[config.mk]
export PLATFORM = sky130hd
export DESIGN_NAME = mw_addsub_seq
export DESIGN_NICKNAME = d
export VERILOG_FILES = /design/src/rtl/mw_addsub_seq.sv
export SDC_FILE = /design/constraint.sdc
export NUM_CORES = 1
export LEC_CHECK = 0
export ABC_AREA = 1
export CORE_ASPECT_RATIO = 1.4
export CORE_MARGIN = 2
export CORE_UTILIZATION = 25
export CTS_BUF_LIST = sky130_fd_sc_hd__clkbuf_4
export DETAILED_ROUTE_END_ITERATION = 8
export DONT_BUFFER_PORTS = 1
export PLACE_DENSITY = 0.42
export SETUP_SLACK_MARGIN = 0.02
export SYNTH_ARGS = -nofsm -noshare
export SYNTH_HDL_FRONTEND = slang
export SYNTH_SLANG_ARGS = --single-unit
[constraint.sdc]
create_clock -name clk_in -period 6.3 [get_ports clk_in]
set_clock_uncertainty 0.05 [all_clocks]
set_input_delay 0.63 -clock clk_in [delete_from_list [all_inputs] [get_ports clk_in]]
set_output_delay 0.63 -clock clk_in [all_outputs]
set_load 0.05 [all_outputs]
[src/rtl/mw_addsub_seq.sv]
// Multi-word add/subtract sequencer: a TOTAL_W-bit A+B or A-B computed one
// SLICE_W-bit slice per clock, LSB first, through a single shared add/sub slice.
module mw_addsub_seq #(
    parameter  int SLICE_W = 4,
    parameter  int NSLICES = 4,
    localparam int TOTAL_W = SLICE_W * NSLICES,
    localparam int IDX_W   = (NSLICES > 1) ? $clog2(NSLICES) : 1
) (
    input  logic               clk_in,
    input  logic               rst_n_in,
    input  logic               start_in,
    input  logic [TOTAL_W-1:0] a_in,
    input  logic [TOTAL_W-1:0] b_in,
    input  logic               control_in,
    output logic               ready_out,
    output logic               busy_out,
    output logic               done_out,
    output logic [TOTAL_W-1:0] sum_out,
    output logic               carry_out,
    output logic               overflow_out,
    output logic [1:0]         dbg_state_out
);

    // Handshake: a request is taken on a rising edge where start_in=1 and
    // ready_out=1; operands are captured on that edge only. done_out is a
    // one-cycle pulse marking sum_out/carry_out/overflow_out as fresh; start_in
    // seen while busy_out=1 is dropped, never queued.
    typedef enum logic [1:0] {
        ST_IDLE = 2'd0,
        ST_RUN  = 2'd1,
        ST_DONE = 2'd2
    } state_t;

    state_t             state_q, state_d;
    logic [IDX_W-1:0]   idx_q, idx_d;
    logic               carry_q, carry_d;
    logic [TOTAL_W-1:0] a_q, a_d;
    logic [TOTAL_W-1:0] b_q, b_d;
    logic               ctrl_q, ctrl_d;
    logic [TOTAL_W-1:0] res_q, res_d;
    logic [TOTAL_W-1:0] sum_q, sum_d;
    logic               cout_q, cout_d;
    logic               ovf_q, ovf_d;

    logic [SLICE_W-1:0] a_sl, b_sl, s_sl;
    logic               c_sl;

    // Shared slice: B is inverted for subtract, the +1 enters as the initial carry.
    always_comb begin
        a_sl = a_q[idx_q*SLICE_W +: SLICE_W];
        b_sl = b_q[idx_q*SLICE_W +: SLICE_W] ^ {SLICE_W{ctrl_q}};
        {c_sl, s_sl} = {1'b0, a_sl} + {1'b0, b_sl} + {{SLICE_W{1'b0}}, carry_q};
    end

    always_comb begin
        state_d = state_q;
        idx_d   = idx_q;
        carry_d = carry_q;
        a_d     = a_q;
        b_d     = b_q;
        ctrl_d  = ctrl_q;
        res_d   = res_q;
        sum_d   = sum_q;
        cout_d  = cout_q;
        ovf_d   = ovf_q;
        case (state_q)
            ST_IDLE: begin
                if (start_in) begin
                    a_d     = a_in;
                    b_d     = b_in;
                    ctrl_d  = control_in;
                    carry_d = control_in;
                    idx_d   = '0;
                    state_d = ST_RUN;
                end
            end
            ST_RUN: begin
                res_d[idx_q*SLICE_W +: SLICE_W] = s_sl;
                carry_d = c_sl;
                if (idx_q == IDX_W'(NSLICES - 1)) begin
                    // Publish the whole word at once so outputs never show partial slices.
                    state_d = ST_DONE;
                    idx_d   = '0;
                    sum_d   = res_d;
                    cout_d  = c_sl;
                    ovf_d   = (a_q[TOTAL_W-1] == (b_q[TOTAL_W-1] ^ ctrl_q)) &&
                              (s_sl[SLICE_W-1] != a_q[TOTAL_W-1]);
                end else begin
                    idx_d = idx_q + 1'b1;
                end
            end
            ST_DONE: state_d = ST_IDLE;
            default: state_d = ST_IDLE;
        endcase
    end

    always_ff @(posedge clk_in) begin
        if (!rst_n_in) begin
            state_q <= ST_IDLE;
            idx_q   <= '0;
            carry_q <= 1'b0;
            a_q     <= '0;
            b_q     <= '0;
            ctrl_q  <= 1'b0;
            res_q   <= '0;
            sum_q   <= '0;
            cout_q  <= 1'b0;
            ovf_q   <= 1'b0;
        end else begin
            state_q <= state_d;
            idx_q   <= idx_d;
            carry_q <= carry_d;
            a_q     <= a_d;
            b_q     <= b_d;
            ctrl_q  <= ctrl_d;
            res_q   <= res_d;
            sum_q   <= sum_d;
            cout_q  <= cout_d;
            ovf_q   <= ovf_d;
        end
    end

    assign ready_out     = (state_q == ST_IDLE);
    assign busy_out      = (state_q != ST_IDLE);
    assign done_out      = (state_q == ST_DONE);
    assign sum_out       = sum_q;
    assign carry_out     = cout_q;
    assign overflow_out  = ovf_q;
    assign dbg_state_out = state_q;

endmodule

# After elaboration in Yosys (flattened, before gate mapping)
# Cells that the tools add are included.
[op_classes]
n_eq_ne = 7
n_mux = 9
bitwise = 2
n_addsub = 4
shift = 4
n_reduce_logical = 8
[ops]
columns = ["operator", "n"]
rows = [
  ["4-bit negation with 34-bit output", 1],
  ["4-bit by 34-bit variable shift with 16-bit output (first input constant)", 1],
  ["4-bit by 34-bit variable part select with 16-bit output", 1],
  ["16-bit by 5-bit variable part select with 4-bit output", 2],
  ["16-bit bitwise mux", 1],
  ["2-bit two-way mux", 4],
  ["2-bit one-hot mux with 2 select lines", 2],
  ["2-bit AND reduction", 4],
  ["4-bit by 4-bit adder with 5-bit output", 1],
  ["5-bit by 1-bit adder with 5-bit output", 1],
  ["2-bit == test (second input constant)", 2],
  ["2-bit != test (second input constant)", 2],
  ["2-bit nonzero test", 2],
  ["4-bit XOR", 1],
  ["2-bit by 1-bit adder with 2-bit output (second input constant)", 1],
  ["2-bit by 1-bit == test with 1-bit output (second input constant)", 1],
  ["2-bit zero test", 1],
  ["1-bit one-hot mux with 2 select lines", 1],
  ["1-bit == test", 1],
  ["1-bit logical AND", 1],
  ["1-bit two-way mux", 1],
  ["1-bit != test", 1],
  ["1-bit XOR", 1],
]
[totals]
input_bits = 36
out_inout_bits = 23
word_cells = 44
ff_bits = 72

# Longest topological paths before layout
# Gate-level depths: netlist (run 1).
[depth]
depth_word = 6
ltp_mapped = 15
depth_no_buf = 14

# Worst setup path before layout (run 1)
# OpenSTA, ideal clock, no wires.
[synth_path]
path_kind = "register to register"
from = "register idx_q[0]"
to = "register res_q[6]"
synth_period_minus_slack_ns = 2.538
path_slack_ns = 3.762
arrival_time_ns = 2.372
path_stages_with_launch = 16
setup_time_ns = 0.115
required_ns = 6.135
n_path_buf = 2
path_cell_list = "dfxtp_1 -> clkbuf_2 -> buf_2 -> o21ai_0 -> o22ai_1 -> xor2_1 -> fa_1 -> fa_1 -> inv_1 -> nand2_1 -> nand2_1 -> nor2_1 -> nand2_1 -> o22ai_1 -> o21ai_0 -> inv_1"
[synth_via]
elab_chain_len = 6
elab_cells_between_ends = 9
cone_classes = "add/sub: 3; shift: 4; mux: 1; bitwise: 1"
[synth_rtl]
columns = ["item", "line_no", "rtl"]
rows = [
  ["from (decl)", "35", "logic [IDX_W-1:0] idx_q, idx_d;"],
  ["from (signal assigned)", "111", "idx_q <= idx_d;"],
  ["16-bit by 5-bit variable part select with 4-bit output", "51", "b_sl = b_q[idx_q*SLICE_W +: SLICE_W] ^ {SLICE_W{ctrl_q}};"],
  ["4-bit XOR", "51", ""],
  ["4-bit by 4-bit adder with 5-bit output", "52", "{c_sl, s_sl} = {1'b0, a_sl} + {1'b0, b_sl} + {{SLICE_W{1'b0}}, carry_q};"],
  ["5-bit by 1-bit adder with 5-bit output", "52", ""],
  ["4-bit by 34-bit variable part select with 16-bit output", "78", "res_d[idx_q*SLICE_W +: SLICE_W] = s_sl;"],
  ["16-bit bitwise mux (*)", "78", ""],
  ["to (signal assigned)", "116", "res_q <= res_d;"],
  ["to (decl)", "40", "logic [TOTAL_W-1:0] res_q, res_d;"],
]
# Every way passes the cells marked *; elsewhere a longest branch is shown, timed or not.
# A chain may end at the register's enable or synchronous reset.

# Worst setup path in the final report (run 1)
[layout_path]
from = "register idx_q[1]"
to = "register res_q[6]"
# The elaborated chain is that of the path after synthesis.

==> metrics.md, run 1 <==
| Metric | Value |
|---|---|
| Detailed placement HPWL | 6200 um |
| Routed vias/inst | between 4 and 5 |
| Seq cells post-synth | 72 |
| Number of global-route vias before repair | 2886 |
| Mapped cell area | 3410 sq um |
| WHS Path Cells | 2 |
| Internal | between 0.7 and 0.8 mW |
| Setup Buffers After CTS | 0 |
| IO Port Bufs | 0 |
| Syn Inst Count | 467 |
| Syn Area/Cell | roughly 7.3 sq um |
| Peak Freq | between 300 and 400 MHz |
| Post-synthesis mux area share | 0 |
| Max-cap violations | 0 |
| Vias post-DR | 2834 |
| Synth Area in XOR/XNOR | 0.0154 |
| Pin count of the biggest net entering global routing | 53 |
| Setup crit end kind | flop |
| Unrepaired setup endpoints after global routing | false |
| Clock sink count | 72 |
| Total wire length | around 8800 um |
| IO Count | 59 |
| Synth-to-layout area growth | 7.66% |
| Largest family of logic cells by synthesized area | compound AO/OA/AOI/OAI gates |
| Critical path class | flop to flop |
| Crit path launch type | flop |
| Worst slew margin relative to its limit | 0.411 |
| # DRC | 0 |
| CTS tree | yes |
| Synth Area in Compound Gates | 0.218 |
| CORE AREA | 13300 sq um |
| Initial core utilization | 0.256 |
| Pre-antenna DRT Iters | 4 |
| Seq/Total Area, Yosys | 0.422 |
| Clk buf depth | 2 |
| Ratio of cells with drive above 1 in the final layout | 0.0588 |
| Seq pwr share | 0.493 |
| Placer Congestion | around 0.8 |
| Pwr Total | 1.02 mW |
| Die Wd | 103 um |
| Final setup TNS | 0 ns |
| Tot GR Track Use | 0.128 |
| H-Tree Depth | 3 |
| First-pass GRT wire length | 14400 um |
| Post-DP Area | 3510 sq um |
| Post-cts sizing count | 0 |
| Reg2Reg Setup Slack | 3.31 ns |
| Worst hold-check path type | input port to flop |
| Worst EP arrival | 3.31 ns |
| Syn Nets | 514 |
| VDD IR max | 100 uV |
| Final net count | 501 |
| Synth Area in Adders | 0.0447 |
| Final Critical Period | between 2 and 3 ns |
| Final hold vios | 0 |
| Drt initial violations | between 100 and 150 |
| Leak | 1.70 nW |
| Slew @ Worst Pin | 0.880 ns |
| PD cells | 278 nW/um^2 |
| Total grt overflow | 0 |
| DP Worst Slack | between 3 and 4 ns |
| Clock network fraction of total power | 0.328 |
| Final period util | 0.474 |
| Filler Cell Count | between 1500 and 2000 |
| Number of setup violations in the final report | 0 |
| CTS Buf Count | 9 |
| Reg2reg path depth | 13 |
| Critical-path maximum fanout | 14 |
| Sw Pwr | 0.317 mW |
| Final WS setup | ~3.3 ns |
| Synth Warn # | 0 |
| Share of power burned in combinational logic | 0.179 |
| Register area | 1440 sq um |
| Design area | 3670 sq um |
| Post-DRT Antenna Nets | 0 |
| Wire length per cell | ~14 um |
| Yosys cell types | 30 |
| CTS root buf | clkbuf_4 |
| Switching Share | 0.310 |
| Cts hold-fix bufs | 0 |
| Clk_lat worst skew | 0.43 ns |
| Die area | 14600 sq um |
| Die H | 142 um |
| Synth Area in Simple Gates | 0.182 |
| Status | complete, no violations |
| Worst path required time | 6.63 ns |
| Initial antenna violation count | 1 |
| Clock Pin Slew Worst Setup and Hold Paths | 0.13 ns |
| Multi-input logic area | ~1600 sq um |
| Final Max Slew Viols | 0 |
| Row cnt | 50 |
[metal layers]
layer,vias up,part of all wire,GRT usage
met5,-,0,0
met1,1289,0.44,0.157
met3,10,0.049,0.0309
met2,57,0.50,0.216
li1,1478,-,-
met4,0,0.016,0.0436
[final timing paths]
kind	start	endpoint
worst max register to register	idx_q[1]	res_q[6]
worst max-delay path	idx_q[1]	res_q[6]
worst min-delay path	a_in[12]	a_q[12]
worst min register to register	carry_q	carry_q
[cell type report]
cell class                 instances  area share
antenna                            1    0.000681
clock buffer                       9      0.0184
clock inverter                     7      0.0259
inverter                          70      0.0715
multi-input combinational        300       0.427
sequential                        72       0.392
tap                              182      0.0620
timing repair buffer               1     0.00204
[registers in the layout (all words and copies together) (netlist names), 2 cells and up]
| register | cells |
|---|---|
| a_q | 16 |
| b_q | 16 |
| dbg_state_out | 2 |
| idx_q | 2 |
| res_q | 16 |
| sum_out | 16 |
[critical path: stages (launching register included)]
cell	delay, ns
dfxtp_1	0.56
inv_1	0.30
o21ai_0	0.16
o22ai_1	0.11
xor2_1	0.17
fa_1	0.42
fa_1	0.43
nand2_1	0.09
nand2_1	0.08
nor2_1	0.14
nand2_1	0.09
o22ai_1	0.16
o21ai_0	0.11
inv_1	0.06
[synthesized netlist by cell type (all sizes together)]
cell type / n / area share
buf: 15 / 0.029
o21ai: 75 / 0.11
dfxtp: 72 / 0.42
nor2: 93 / 0.11
o31ai: 1 / 0.0022
o22ai: 14 / 0.026
o21bai: 4 / 0.0088
or2: 1 / 0.0018
nand2: 41 / 0.048
a31oi: 1 / 0.0018
clkbuf: 10 / 0.012
nand3: 13 / 0.019
a32o: 2 / 0.0059
xor2: 6 / 0.015
ha: 9 / 0.033
a21oi: 22 / 0.032
inv: 70 / 0.077
o21a: 13 / 0.029
fa: 2 / 0.012
nand4: 2 / 0.0037
a32oi: 1 / 0.0026
[power by group through the flow]
stage	registers (mW)	clock network [mW]	logic (mW)
after detailed placement	0.516	0	0.183
after floorplan	0.508	0	0.151
final	0.504	0.335	0.183
after global routing	0.508	0.367	0.213
after global placement	0.515	0	0.183
after CTS	0.505	0.351	0.185
[layout by cell type, fill, tap and decap left out, drive strengths merged]
cell type	netlist	layout
diode	0	1
ha	9	9
buf	15	1
dfxtp	72	72
a32oi	1	1
a31oi	1	1
xor2	6	6
or2	1	1
o21ai	75	75
a32o	2	2
clkbuf	10	9
nand4	2	2
bufinv	0	2
nor2	93	93
o21a	13	13
inv	70	71
a21oi	22	22
clkinv	0	1
o21bai	4	4
clkinvlp	0	3
nand2	41	41
nand3	13	13
o31ai	1	1
o22ai	14	14
fa	2	2
[kinds of logic after synthesis]
family / after synthesis
fa+ha+maj: 11
compound gates: 133
flops: 72
simple gates: 150
buf+inv: 95
xor+xnor: 6
[stage by stage]
step / hold WS, ns / utilization / cells
2_1_floorplan: 0.413 / - / 467
3_3_place_gp: 0.438 / 0.263 / 625
3_5_place_dp: 0.452 / 0.263 / 625
4_1_cts: 0.246 / 0.275 / 641
5_1_grt: 0.265 / 0.276 / 642
6_report: 0.271 / 0.276 / 642
No activity file was read; power rests on OpenSTA's default activity.
==> run 2: changes to the inputs <==
Settings changed: PLACE_DENSITY 0.42 to 0.44.
Clock period 6.3 ns to 2.5 ns, I/O delays scaled along.
==> metrics.md, run 2 (synthesis results as in run 1) <==
| Metric | Value |
|---|---|
| Reg2reg path depth | 11 |
| First-pass GRT wire length | 14700 um |
| Max-cap violations | 0 |
| Number of global-route vias before repair | 2983 |
| Final hold vios | 0 |
| Die Wd | 103 um |
| Cell Count, Final, Fillers Out | just under 700 |
| Setup crit end kind | flop |
| Critical-path maximum fanout | 7 |
| Commonest non-fill, non-tap cell in the layout | nor2_1 |
| Die H | 142 um |
| Crit-path cells | inv_4 > o21ai_1 > o22ai_1 > xor2_1 > fa_2 > fa_2 > nor2_1 > nand2_1 > o21ai_0 > o21ai_0 > inv_1 |
| Final Max Slew Viols | 0 |
| Initial antenna violation count | 1 |
| Ratio of cells with drive above 1 in the final layout | 0.114 |
| Worst hold-check path type | input port to flop |
| Die area | 14600 sq um |
| Critical path class | flop to flop |
| Total grt overflow | 0 |
| Slowest CP cell | fa_2 |
| Pin count of the biggest net entering global routing | 52 |
| Clock sink count | 72 |
| Worst path required time | 2.79 ns |
| VDD IR max | 158 uV |
| Number of setup violations in the final report | 0 |
| CORE AREA | 13300 sq um |
| Row cnt | 50 |
| Post-DRT Antenna Nets | 0 |
| Placer Congestion | between 0.7 and 0.8 |
| CP startpoint | idx_q[0] |
| Final net count | 552 |
| Routed vias/inst | 4.40 |
| WP buf/inv | 2 |
| Worst reg2reg endpoint | sum_out[9] |
| Clk_lat worst skew | 0.42 ns |
| Total wire length | approximately 9100 um |
| Reg2Reg Setup Slack | around 0.12 ns |
| Placed cell count | 642 |
| Crit-path max cell delay | 0.55 ns |
| Cell family with most CP delay | adder cells |
| Tot GR Track Use | 0.130 |
| H-Tree Depth | 3 |
| Synth-to-layout area growth | 22.1% |
| Peak Freq | 421 MHz |
| Clock Pin Slew Worst Setup and Hold Paths | between 0.1 and 0.15 ns |
| Vias post-DR | 3052 |
| CTS tree | yes |
| Status | complete, no violations |
| CP endpoint | sum_out[9] |
| Detailed placement HPWL | between 6000 and 7000 um |
| Leak | 1.93 nW |
| Slew @ Worst Pin | 0.690 ns |
| PD cells | 597 nW/um^2 |
| Final Critical Period | 2.38 ns |
| Clk buf depth | 2 |
| # DRC | 0 |
| Unrepaired setup endpoints after global routing | true |
| IO Count | 59 |
| Worst R2R Start | idx_q[0] |
| Crit path launch type | flop |
| Worst EP arrival | around 2.7 ns |
| Most frequent cells in the layout | nor2_1, dfxtp_1, inv_1 |
| Worst slew margin relative to its limit | 0.539 |
| IO Port Bufs | 0 |
| Initial core utilization | 0.256 |
| Pwr Total | 2.49 mW |
| Pre-antenna DRT Iters | 4 |
| Drt initial violations | 80 |
| Wire length per cell | around 13 um |
| Critical Path Stages | 11 |
| CTS Buf Count | 9 |
| CTS root buf | clkbuf_4 |
| Final period util | 0.950 |
## run 2: changes by cell type in the layout (fill, tap and decap cells not counted), sizes merged, moves of 2 or more
| cell | change |
|---|---|
| bufinv | -2 |
| buf | +18 |
| clkinv | +3 |
| dlygate4sd3 | +33 |
## run 2: what timing repair did
item,in CTS,in global routing
hold buffers,34,0
pin swaps,0,5
resized for setup,4,19
cloned,0,0
endpoints found under the setup margin,20,24
hold endpoints to repair,53,0
setup buffers,0,0
## run 2: power breakdown
group          internal, mW  switching [mW]
combinational         0.243           0.353
sequential             1.22          0.0431
clock                 0.209           0.420
## run 2: metal layers
metal / routed length (um) / GRT usage
met1: 4010 / 0.157
met2: 4650 / 0.223
met3: 348 / 0.0280
met4: 140 / 0.0506
met5: 0 / 0
## run 2: through the flow
| stage | setup slack (ns) | setup TNS, ns | hold WS (ns) | utilization | cell area [sq um] |
|---|---|---|---|---|---|
| floorplan | 0.0346 | 0 | 0.335 | - | 3430 |
| global placement | -0.0182 | -0.0381 | 0.339 | 0.273 | 3640 |
| detailed placement | -0.0757 | -0.503 | 0.335 | 0.273 | 3640 |
| CTS | 0.0266 | 0 | 0.0679 | 0.309 | 4110 |
| global route | -0.0730 | -0.327 | 0.0889 | 0.313 | 4170 |
| finish | 0.124 | 0 | 0.0959 | 0.313 | 4170 |
## run 2: layout make-up
class | count | area [sq um]
antenna | 1 | 2.50
clock buffer | 10 | 75.1
clock inverter | 6 | 36.3
fill | 1493 | 9160
inverter | 70 | 265
multi-input combinational | 300 | 1620
sequential | 72 | 1450
tap | 182 | 228
timing repair buffer | 52 | 497
## run 2: how the worst min path moves through the flow
stage / startpoint / to / slack [ns] / cells past startpoint
floorplan: a_in[15] / a_q[15] / 0.33 / 2
global route: rst_n_in / carry_out / 0.09 / 3
finish: start_in / ctrl_q / 0.1 / 4
global placement: rst_n_in / dbg_state_out[0] / 0.34 / 1
CTS: start_in / ctrl_q / 0.07 / 4
detailed placement: rst_n_in / dbg_state_out[0] / 0.33 / 1
## run 2: worst min-delay path: stages
cell and delay (ns):
inv_1 0.07, nor2_4 0.06, nand2_1 0.07, a21oi_1 0.06
